--- src/rtl/comb_truth_table_sweeper.sv ---
// Sweeps all 16 input combinations of a 4-input combinational block, captures f into a
// truth table with a running popcount, and offers the result over a valid/ready handshake.
module comb_truth_table_sweeper #(
  parameter int SETTLE_CYCLES = 1
) (
  input  logic        clk,
  input  logic        reset,
  input  logic        start,
  input  logic        f,
  output logic        a,
  output logic        b,
  output logic        c,
  output logic        d,
  output logic        busy,
  output logic        table_val,
  input  logic        table_rdy,
  output logic [15:0] tbl,
  output logic [4:0]  ones
);

  typedef enum logic [1:0] {IDLE, SWEEP, DONE} state_t;

  localparam logic [3:0] SETTLE_LAST = 4'(SETTLE_CYCLES - 1);

  state_t      state_q, state_d;
  logic [3:0]  idx_q, idx_d;
  logic [3:0]  settle_q, settle_d;
  logic [15:0] tbl_q, tbl_d;
  logic [4:0]  ones_q, ones_d;

  always_ff @(posedge clk) begin
    if (!reset) begin
      state_q  <= IDLE;
      idx_q    <= 4'd0;
      settle_q <= 4'd0;
      tbl_q    <= 16'h0000;
      ones_q   <= 5'd0;
    end else begin
      state_q  <= state_d;
      idx_q    <= idx_d;
      settle_q <= settle_d;
      tbl_q    <= tbl_d;
      ones_q   <= ones_d;
    end
  end

  always_comb begin
    state_d  = state_q;
    idx_d    = idx_q;
    settle_d = settle_q;
    tbl_d    = tbl_q;
    ones_d   = ones_q;
    case (state_q)
      IDLE: begin
        if (start) begin
          state_d  = SWEEP;
          idx_d    = 4'd0;
          settle_d = 4'd0;
          tbl_d    = 16'h0000;
          ones_d   = 5'd0;
        end
      end
      SWEEP: begin
        if (settle_q == SETTLE_LAST) begin
          tbl_d[idx_q] = f;
          ones_d       = ones_q + {4'd0, f};
          settle_d     = 4'd0;
          // idx wraps 15 -> 0, so the driven combination is back to 0000 in DONE
          idx_d        = idx_q + 4'd1;
          if (idx_q == 4'd15) begin
            state_d = DONE;
          end
        end else begin
          settle_d = settle_q + 4'd1;
        end
      end
      DONE: begin
        if (table_rdy) begin
          state_d = IDLE;
        end
      end
      default: begin
        state_d = IDLE;
      end
    endcase
  end

  // idx is zero outside SWEEP, so the combination outputs need no state gating
  assign a         = idx_q[3];
  assign b         = idx_q[2];
  assign c         = idx_q[1];
  assign d         = idx_q[0];
  assign busy      = (state_q == SWEEP);
  assign table_val = (state_q == DONE);
  assign tbl       = tbl_q;
  assign ones      = ones_q;

endmodule

--- config.mk ---
export PLATFORM = sky130hd
export DESIGN_NAME = comb_truth_table_sweeper
export DESIGN_NICKNAME = d
export VERILOG_FILES = /design/src/rtl/comb_truth_table_sweeper.sv
export SDC_FILE = /design/constraint.sdc
export NUM_CORES = 1
export LEC_CHECK = 0
export ABC_AREA = 1
export BUFFER_PORTS_ARGS = -buffer_cell sky130_fd_sc_hd__buf_2
export CELL_PAD_IN_SITES_DETAIL_PLACEMENT = 1
export CELL_PAD_IN_SITES_GLOBAL_PLACEMENT = 2
export CORE_MARGIN = 5
export CORE_UTILIZATION = 32
export DETAILED_ROUTE_END_ITERATION = 8
export GPL_TIMING_DRIVEN = 0
export HOLD_SLACK_MARGIN = 0.03
export PLACE_DENSITY_LB_ADDON = 0.25
export SLEW_MARGIN = 15
export SYNTH_ARGS = -nofsm -noshare
export SYNTH_HDL_FRONTEND = slang
export SYNTH_SLANG_ARGS = --single-unit
--- constraint.sdc ---
create_clock -name clk -period 3.8 [get_ports clk]
set_clock_uncertainty 0.05 [all_clocks]
set_input_delay 0.19 -clock clk [delete_from_list [all_inputs] [get_ports clk]]
set_output_delay 0.19 -clock clk [all_outputs]
set_load 0.01 [all_outputs]
Yosys cells after proc, flatten, opt, wreduce, memory -nomap -nowiden
Cells that the tools add are included.
Storage, ports and cells
  register bits after elaboration: 31
  latch bits: 0
  bits in writable memories: 0
  bits in read-only memories: 0
  input port bits: 5
  output and inout bits: 27
  logic and storage cells: 43
  memories: 0
Cells by class
  add/sub/neg operators: 3
  $mul: 0
  divide/modulo/power cells: 0
  $lt $le $gt $ge: 2
  equal/unequal tests: 7
  shift operators: 0
  muxes and demuxes: 19
  bitwise logic cells: 0
  reductions and logical operators: 7
Operators with widths (number)
  $mux W16: 2
  $pmux W16 S2: 1
  $bwmux W16: 1
  $pmux W4 S2: 2
  $mux W4: 3
  $mux W5: 2
  $pmux W5 S2: 1
  $add A4 B1 Y4 const B: 2
  $mux W2: 4
  $ne A2 B1 Y1 const B: 3
  $pmux W2 S3: 1
  $add A5 B1 Y5: 1
  $lt A4 B5 Y1 const B: 1
  $demux W1 S4: 1
  $eq A4 B4 Y1 const B: 1
  $ge A4 B1 Y1 const B: 1
  $logic_not A4 Y1: 1
  $reduce_and A4 Y1: 1
  $reduce_and A3 Y1: 1
  $eq A2 B1 Y1 const B: 1
  $eq A2 B2 Y1 const B: 1
  $logic_not A2 Y1: 1
  $ne A2 B2 Y1 const B: 1
  $reduce_and A2 Y1: 1
  other kinds (3): 3

Depth between registers and ports, before layout
Gate-level depths: netlist of the first run.
  word-level depth: 7
  mapped depth: 10
  mapped depth without buffers: 9

Least setup slack after synthesis of the first run
No wires, ideal clock.
  kind: register to register
  start: register idx_q[2]
  end: register tbl_q[4] (netlist: tbl[4])
  library setup time: 109 ps
  arrival time: 1196 ps
  required time: 3641 ps
  slack: 2445 ps
  stages on the path, launching flop included: 9
  buffers on the path: 1
  period minus slack after synthesis: 1355 ps
  cell sequence: dfxtp_1 buf_2 inv_1 nor2_1 nand2_1 o21ai_0 nand2_1 nand2_1 inv_1
On the way
  longest elaborated chain between the ends: 7
  elaborated cells on any way between the ends: 8
  those cells by class: 2 x order compare; 5 x mux; 1 x reduce/logical
RTL lines
  from (decl): RTL line 26  | logic [3:0] idx_q, idx_d;
  from (signal assigned): RTL line 40  | idx_q <= idx_d;
  $lt A4 B5 Y1 (not written as such) or $ge A4 B1 Y1 (tied branches): RTL line 65  | tbl_d[idx_q] = f;
  $logic_and A1 B1 Y1 (not written as such): RTL line 65
  $mux W1 (not written as such): RTL line 65
  $demux W1 S4 (*): RTL line 65
  $bwmux W16 (*): RTL line 65
  $mux W16 (*): RTL line 64  | if (settle_q == SETTLE_LAST) begin
  $pmux W16 S2 (*): RTL line 53  | case (state_q)
  to (signal assigned): RTL line 42  | tbl_q <= tbl_d;
  to (decl): RTL line 28  | logic [15:0] tbl_q, tbl_d;
Mark *: on every way between the ends. The rest lies on a longest branch, timed or not. The select of a mux whose other input is x is not followed.
A chain may end at the register's enable or synchronous reset.

Final worst setup path of the first run
Same ends and word-level chain as after synthesis.

==> impl_results.md, run 1 <==
- Setup crit end kind: flop
- Nets: 313
- Syn_nets: approximately 280
- RSZ-0062 raised after global routing: false
- Commonest non-fill, non-tap cell in the layout: nand2_1
- Post-Place Cells: 365
- F_max: 646 MHz
- Min Tclk post-route: 1.55 ns
- Post-synthesis compound-gate area fraction: 0.0840
- Post-Syn Area: 1760 µm²
- Total core area: 5440 µm²
- Outcome: complete, no violations
- Yosys cell types: 19
- Yosys reg bits: 31
- Pins over their slew limit: 0
- Post-detail-place hpwl: 3.69 mm
- TritonRoute pass-1 iters: 4
- Clk slew on worst S/H paths: about 0.070 ns
- Finished Layout Cells: 373
- Leading area contributor after synthesis: dfxtp_1
- Area delta synth->final: 19.6%
- Initial antenna violation count: 0
- Vias: 1736
- Startpoint types: flop
- CP arrival: 1.69 ns
- Top post-synthesis cells by area: dfxtp_1, nand2_1, inv_1
- Ant diodes: 0
- Final hold vios: 0
- Final period util: 0.407
- GRT busiest layer: met2
- Slew @ Worst Pin: 0.481 ns
- Seq/Total Area, Yosys: 0.353
- Setup TNS: 0 ns
- Post-cts sizing count: 0
- WHS: around 0.17 ns
- Max-cap viol count: 0
- Largest net degree at the start of global routing: 11
- Routability Congestion: 0.788
- CP Class: reg -> reg
- Vias per Instance: 4.65
- CTS max path bufs: 2
- Top cell type's share of synthesized area: 0.353
- Final WS setup: ~2.3 ns
- Syn. warnings: 0
- Largest family of logic cells by synthesized area: simple AND/OR/NAND/NOR gates
- CTS tree: built
- Gr ovfl total: 0
- I/O pin total: 32
- Most frequent cells in the layout: nand2_1, inv_1, buf_2
- DIE WIDTH: 84.1 µm
- TritonCTS Buffers: 5
- Xor/xnor share of the synthesized area: 0.0149
- Row count: 27
- WL per Instance: approximately 13 µm
- Synth Instances: 262
- M2 GR Usage: 0.239
- Max FO, Critical Path: 9
- Final setup fails: 0
- Met1 Use GR: 0.194
- DRC: 0
- Die Y: 84.1 µm
- Worst-Skew Late Latency: 0.29 ns
- Routed Antenna Nets: 0
- Initial Util: 0.323
- Final WL: 4.80 mm
- Hold buffers post-CTS: 0
- Syn_area_per_cell: 6.71 µm²
- Dpl ws: 2.24 ns
- H-tree depth: 2
- CP Data Required Time: 3.94 ns
- Global-route usage over all layers: 0.148
- Worst slew margin: 0.677
- Type of the worst min-delay path: in -> reg
- Pleak: 1.17 nW
- Initial drt markers: between 90 and 100
- Simple-gate portion of the synthesized area: 0.348
- Via count of the first global-routing pass: approximately 1700
- Root Driver: clkbuf_8
- Worst vdd ir: 0.119 mV
- Share of cells above drive strength 1: 0.189
- PwrDens: 371 nW/µm²
- Die area: 7080 µm²
- Multiplexer share of the synthesized area: 0
- Adder-Cell Fraction of Synth Area: 0.0569
- Postcts setup bufs: 0
- M3 GR Usage: 0.0385
- Number of port buffers: 31
- First-pass GRT wire length: 8.39 mm
- CTS sink cnt: 31
final cells by class:
| class | count | area [µm²] |
|---|---|---|
| multi-input combinational | 172 | 886 |
| clock buffer | 8 | 100 |
| sequential | 31 | 621 |
| timing repair buffer | 31 | 155 |
| inverter | 50 | 188 |
| tap | 72 | 90.1 |
| fill | 733 | 3340 |
| buffer | 9 | 63.8 |
Yosys cell counts:
| cell | number |
|---|---|
| xor2_1 | 3 |
| o21ai_1 | 1 |
| nor3_1 | 1 |
| nand3_1 | 20 |
| nor2_4 | 2 |
| nor2_1 | 12 |
| ha_1 | 8 |
| a21oi_1 | 12 |
| nor2_2 | 1 |
| buf_6 | 3 |
| inv_2 | 3 |
| inv_1 | 47 |
| nand2_4 | 4 |
| dfxtp_1 | 31 |
| nand2_1 | 75 |
| buf_2 | 6 |
| o31ai_1 | 1 |
| nand4_1 | 17 |
| o21ai_0 | 15 |
critical path, stage by stage (launching register included):
cell and delay [ns]:
dfxtp_1 0.33, buf_2 0.19, inv_1 0.08, nor2_1 0.28, nand2_1 0.17, o21ai_0 0.19
nand2_1 0.07, nand2_1 0.06, inv_1 0.03
per-layer routing:
metal	wire length [µm]	share of wire
met2	2230	0.47
met1	2290	0.48
met5	0	0
met3	212	0.044
met4	66	0.014
metrics by stage:
| stage | area, µm² | util | total power [mW] |
|---|---|---|---|
| 4_1_cts | 2100 | 0.387 | 0.796 |
| 6_report | 2100 | 0.387 | 0.780 |
| 3_5_place_dp | 2000 | 0.368 | 0.497 |
| 5_1_grt | 2100 | 0.387 | 0.833 |
| 3_3_place_gp | 2000 | 0.368 | 0.496 |
| 2_1_floorplan | 1760 | - | 0.451 |
state kept, by name, indices dropped and copies added (netlist names):
name      cells
idx_q         4
settle_q      4
state_q       2
tbl          16
ones          5
power breakdown:
group,internal [mW],total [mW],switching [mW]
registers,0.333,0.343,0.00913
clock network,0.165,0.292,0.127
logic,0.0451,0.145,0.100
total,0.544,0.780,0.237
cell families (layout without fill, tap and decap cells):
family                     count (synthesis)  count (layout)
xor gates and xnor gates                   3               3
AOI/OAI and AO/OA                         29              29
DFF                                       31              31
buffers and inverters                     59              98
and+or+nand+nor                          132             132
adders and majority gates                  8               8
path summary, 6_finish.rpt:
kind / startpoint / endpoint / slack (ns) / depth (start not counted)
max reg2reg: idx_q[2]$_SDFFE_PN0P_ / tbl[4]$_SDFFE_PN0P_ / 2.25 / 8
max: idx_q[2]$_SDFFE_PN0P_ / tbl[4]$_SDFFE_PN0P_ / 2.25 / 8
min reg2reg: tbl[13]$_SDFFE_PN0P_ / tbl[13]$_SDFFE_PN0P_ / 0.41 / 2
min: reset / state_q[1]$_SDFFE_PN0P_ / 0.17 / 3
(Power assumes the default switching activity.)
==> run 2: changes to the inputs <==
--- a/config.mk
+++ b/config.mk
@@ -10,7 +10,7 @@
 export CELL_PAD_IN_SITES_DETAIL_PLACEMENT = 1
 export CELL_PAD_IN_SITES_GLOBAL_PLACEMENT = 2
 export CORE_MARGIN = 5
-export CORE_UTILIZATION = 32
+export CORE_UTILIZATION = 27
 export DETAILED_ROUTE_END_ITERATION = 8
 export GPL_TIMING_DRIVEN = 0
 export HOLD_SLACK_MARGIN = 0.03
==> constraint.sdc (replaced) <==
create_clock -name clk -period 1.31 [get_ports clk]
set_clock_uncertainty 0.05 [all_clocks]
set_input_delay 0.0655 -clock clk [delete_from_list [all_inputs] [get_ports clk]]
set_output_delay 0.0655 -clock clk [all_outputs]
set_load 0.01 [all_outputs]
==> run 2 against run 1 <==
Compared with the run above:
- the flow now finishes with violations (setup timing)
- final cell count rose by 7.2%
- maximum frequency rose by 8.9%
- via count rose by 8.3%
- setup slack got worse by 2.4 ns
- power rose to 3.2 times the previous value
- critical path depth rose by 2
- die area rose by 16%
- hold slack got worse by 0.12 ns
- wire length rose by 22%
- global-route usage fell by 0.36 points
==> impl_results.md, run 2 (synthesized netlist as in run 1, its figures left out) <==
- Worst vdd ir: 0.397 mV
- CTS tree: built
- CP Class: reg -> reg
- Final setup fails: 23
- I/O pin total: 32
- Gr ovfl total: 0
- Final period util: 1.09
- Final Cell Area: ~2700 µm²
- PwrDens: 929 nW/µm²
- Hold Path Depth: 3
- CP Data Required Time: roughly 1.5 ns
- R2R Path Start: settle_q[1]$_SDFFE_PN0P_
- Die Y: between 90 and 100 µm
- First-pass GRT wire length: 9.67 mm
- Vias: 1880
- Nets: 335
- CTS max path bufs: 2
- Final hold vios: 0
- WL per Instance: 14.7 µm
- Worst slew margin: 0.735
- Min Tclk post-route: 1.42 ns
- H-tree depth: 2
- Ant diodes: 0
- Post-Place Cells: 370
- Failing checks: setup timing
- Pleak: 1.34 nW
- Via count of the first global-routing pass: 1867
- Worst-Skew Late Latency: roughly 0.29 ns
- Total chip power: about 2.5 mW
- Global-route usage over all layers: 0.144
- Share of cells above drive strength 1: 0.418
- Slew @ Worst Pin: 0.395 ns
- Die area: between 8000 and 9000 µm²
- Post-DP Area: 2020 µm²
- Number of port buffers: 31
- Startpoint types: flop
- Post-detail-place hpwl: just under 4 mm
- TritonCTS Buffers: 5
- Largest register FFs: 16
- F_max: 703 MHz
- Outcome: finished with violations
- Most frequent cells in the layout: nand2_1, inv_1, buf_2
- Initial drt markers: 50
- Hold buffers post-CTS: 0
- Final WS setup: -0.112 ns
- Routability Congestion: 0.796
- Commonest non-fill, non-tap cell in the layout: nand2_1
- Type of the worst min-delay path: in -> reg
- DIE WIDTH: 90.7 µm
- Worst setup startpoint: settle_q[1]$_SDFFE_PN0P_
- Largest net degree at the start of global routing: 11
- Final WL: 5.86 mm
- Setup crit end kind: flop
- Finished Layout Cells: 400
- FF-to-FF End: idx_q[3]$_SDFFE_PN0P_
- Setup TNS: -0.977 ns
- CP arrival: 1.60 ns
- RSZ-0062 raised after global routing: true
- Area delta synth->final: 52.9%
- Total core area: 6350 µm²
- WHS: just over 0.05 ns
- Dpl ws: -0.251 ns
- Fin util: 0.423
- CP endpoint: idx_q[3]$_SDFFE_PN0P_
- Row count: 29
- Routed Antenna Nets: 0
- Initial Util: 0.277
- Pins over their slew limit: 0
- Max FO, Critical Path: 8
- Minimum setup slack among reg-to-reg paths: -0.11 ns
- Max-cap viol count: 0
- CTS sink cnt: 31
- Root Driver: clkbuf_8
- Reg2Reg Depth: 10
- Initial antenna violation count: 0
- DRC: 0
- TritonRoute pass-1 iters: 4
- Vias per Instance: 4.70
- Clk slew on worst S/H paths: 0.07 ns
run 2: critical path, cell delays in order, from the launching register on:
cell and delay (ns):
dfxtp_2 0.34, inv_2 0.05, ha_4 0.16, nand2_4 0.07, nand2_4 0.06, buf_8 0.13
buf_12 0.13, buf_8 0.13, nand4_1 0.07, nand2_1 0.06, nor2_1 0.09
run 2: report_power, final:
group | internal, mW | switching (mW) | total, mW
Sequential | 0.970 | 0.0359 | 1.01
Clock | 0.480 | 0.381 | 0.861
Combinational | 0.251 | 0.378 | 0.629
Total | 1.70 | 0.795 | 2.50
run 2: metal layers:
metal | share of wire | vias up | wire [µm] | GRT usage
met2 | 0.48 | 30 | 2830 | 0.233
met3 | 0.042 | 7 | 246 | 0.0400
li1 | - | 947 | - | -
met1 | 0.46 | 896 | 2700 | 0.184
met4 | 0.014 | 0 | 84 | 0.0484
met5 | 0 | - | 0 | 0
run 2: final cells by class:
class,count,area [µm²]
inverters,50,195
repair buffers,54,430
plain buffers,8,93.8
well taps,77,96.3
multi-input cells,172,1130
fillers,792,3660
clock buffers,8,100
flip-flops and latches,31,637
run 2: how the worst min path moves through the flow:
stage,slack (ns),start,endpoint
after floorplan,0.14,reset,state_q[1]$_SDFFE_PN0P_
after global placement,0.35,reset,state_q[1]$_SDFFE_PN0P_
after detailed placement,0.35,reset,state_q[1]$_SDFFE_PN0P_
after CTS,0.04,reset,state_q[1]$_SDFFE_PN0P_
after global routing,0.06,reset,state_q[0]$_SDFFE_PN0P_
final,0.05,reset,state_q[0]$_SDFFE_PN0P_
run 2: timing repair:
item	in CTS	in global routing
endpoints found under the setup margin	32	27
pin swaps	10	33
endpoints found under the hold margin	0	0
cloned	2	1
resized for setup	43	58
buffers inserted	15	7
==> run 3: changes to the inputs <==
--- a/config.mk
+++ b/config.mk
@@ -9,7 +9,7 @@
 export BUFFER_PORTS_ARGS = -buffer_cell sky130_fd_sc_hd__buf_2
 export CELL_PAD_IN_SITES_DETAIL_PLACEMENT = 1
 export CELL_PAD_IN_SITES_GLOBAL_PLACEMENT = 2
-export CORE_MARGIN = 5
+export CORE_MARGIN = 1.5
 export CORE_UTILIZATION = 27
 export DETAILED_ROUTE_END_ITERATION = 8
 export GPL_TIMING_DRIVEN = 0
==> constraint.sdc (replaced) <==
create_clock -name clk -period 1.31 [get_ports clk]
set_clock_uncertainty 0.05 [all_clocks]
set_input_delay 0.0655 -clock clk [delete_from_list [all_inputs] [get_ports clk]]
set_output_delay 0.0655 -clock clk [all_outputs]
set_load 0.02 [all_outputs]
==> run 3 against run 2 <==
Compared with the run above:
- the flow still finishes with violations (setup timing)
- via count is 2.8% lower
- sequential power hardly changed
- critical path depth stayed put
- register-to-register slack better by 0.07 ns
- maximum frequency is 5.5% higher
- utilization is 2.2 points lower
- final cell count is 1.5% lower
- critical endpoint is now tbl[1]$_SDFFE_PN0P_
- largest cell class unchanged
- largest power group unchanged
==> impl_results.md, run 3 (synthesized netlist as in run 1, its figures left out) <==
- Outcome: finished with violations
- Failing checks: setup timing
- Finished Layout Cells: 394
- Max FO, Critical Path: 7
- Routed Antenna Nets: 0
- Max-cap viol count: 0
- P_sw: around 0.79 mW
- Largest net degree at the start of global routing: 11
- Commonest non-fill, non-tap cell in the layout: nand2_1
- CTS sink cnt: 31
- Final hold vios: 0
- Final WS setup: -0.0373 ns
- Most frequent cells in the layout: nand2_1, inv_1, buf_2
- Initial Util: 0.278
- Row count: 29
- First-pass GRT wire length: 9.56 mm
- Min Tclk post-route: approximately 1.3 ns
- Vias: 1827
- Int Pwr: 1.80 mW
- CP arrival: 1.49 ns
- Via count of the first global-routing pass: just under 2000
- Largest register FFs: 16
- CP Class: reg -> reg
- Initial drt markers: 68
- Clk slew on worst S/H paths: 0.07 ns
- Worst slew margin: 0.635
- Initial antenna violation count: 0
- CP Data Required Time: 1.45 ns
- CTS max path bufs: 2
- Root Driver: clkbuf_8
- Type of the worst min-delay path: in -> reg
- Slew @ Worst Pin: 0.542 ns
- Hold Path Depth: 3
- Area delta synth->final: 44.1%
- Sw frac: 0.305
- Reg2Reg Depth: 10
- Number of port buffers: 31
- Setup TNS: -0.163 ns
- Routability Congestion: just under 0.8
- H-tree depth: 2
- Pleak: 1.30 nW
- F_max: 742 MHz
- TritonCTS Buffers: 5
- Final period util: 1.03
- Nets: 329
- Filler cells: between 800 and 900
- Final WL: 5.49 mm
- DRC: 0
- Final setup fails: 13
- CTS tree: built
- Worst vdd ir: about 0.34 mV
- Global-route usage over all layers: 0.171
- Die Y: 83.7 µm
- Final Cell Area: 2530 µm²
- Gr ovfl total: 0
- Startpoint types: flop
- Logic gate share of total power: 0.222
- Worst-Skew Late Latency: just under 0.3 ns
- PwrDens: 1030 nW/µm²
- Post-Place Cells: 370
- Setup crit end kind: flop
- Post-detail-place hpwl: 3.76 mm
- WHS: around 0.046 ns
- Share of cells above drive strength 1: 0.363
- I/O pin total: 32
- WL per Instance: between 10 and 15 µm
- Power share of the sequential group: 0.388
- Die area: about 7000 µm²
- TritonRoute pass-1 iters: 4
- Total core area: ~6300 µm²
- DIE WIDTH: 83.7 µm
- Clock power share: 0.391
- Vias per Instance: approximately 4.6
- Pins over their slew limit: 0
- RSZ-0062 raised after global routing: true
- Ant diodes: 0
- Post-DP Area: 2030 µm²
## run 3: changes by cell type in the layout (fill, tap and decap cells not counted), moves of 3 or more
cell and change:
buf_12 -5, nand2_2 -15, nand3_1 -3, nand3_2 +3
nand2_1 +15
## run 3: final timing paths
path	slack (ns)	end	start
setup / recovery	-0.04	tbl[1]$_SDFFE_PN0P_	settle_q[0]$_SDFFE_PN0P_
hold / removal	0.05	state_q[1]$_SDFFE_PN0P_	reset
setup reg to reg	-0.04	tbl[1]$_SDFFE_PN0P_	settle_q[0]$_SDFFE_PN0P_
hold reg to reg	0.41	tbl[12]$_SDFFE_PN0P_	tbl[12]$_SDFFE_PN0P_
## run 3: per-layer routing
layer  vias to the layer above  routed length [µm]  part of all wire  global-route usage
li1                        938                   -                 -                   -
met4                         0                  63             0.011              0.0492
met1                       858                2680              0.49               0.228
met5                         -                   0                 0                   0
met2                        25                2580              0.47               0.282
met3                         6                 164             0.030              0.0317
## run 3: worst max-delay path: stages (launching register included)
cell and delay (ns):
dfxtp_2 0.34, inv_2 0.05, ha_4 0.16, nand2_4 0.08, nand2_4 0.07, buf_8 0.15, buf_6 0.11, nand4_1 0.09
nand2_1 0.06, nand2_1 0.05, inv_1 0.03
## run 3: final cells by class
type	count	area (µm²)	area share
multi-input cells	172	1080	0.428
plain buffers	9	105	0.0415
inverters	50	190	0.0751
clock inverters	2	35.0	0.0138
well taps	77	96.3	0.0380
repair buffers	47	299	0.118
clock buffers	6	82.6	0.0326
flip-flops and latches	31	642	0.253
## run 3: what timing repair did
action	CTS	global route
setup endpoints to repair	32	29
cloned	1	0
resized for setup	41	31
hold buffers	0	0
pin swaps	13	13
buffers inserted	13	2
## run 3: power by group through the flow
stage                     combinational (mW)  clock [mW]  sequential, mW
final                                  0.576        1.01            1.01
after global routing                   0.641        1.09            1.01
after CTS                              0.538        1.05            1.01
after detailed placement               0.456           0            1.02
after global placement                 0.454           0            1.02
after floorplan                        0.298           0            1.03
## run 3: stage by stage
| stage | utilization | power (mW) | setup slack (ns) |
|---|---|---|---|
| finish | 0.401 | 2.60 | -0.0373 |
| global route | 0.401 | 2.74 | -0.108 |
| global placement | 0.322 | 1.47 | -0.253 |
| floorplan | - | 1.33 | -0.0285 |
| CTS | 0.383 | 2.59 | -0.0311 |
| detailed placement | 0.322 | 1.48 | -0.265 |
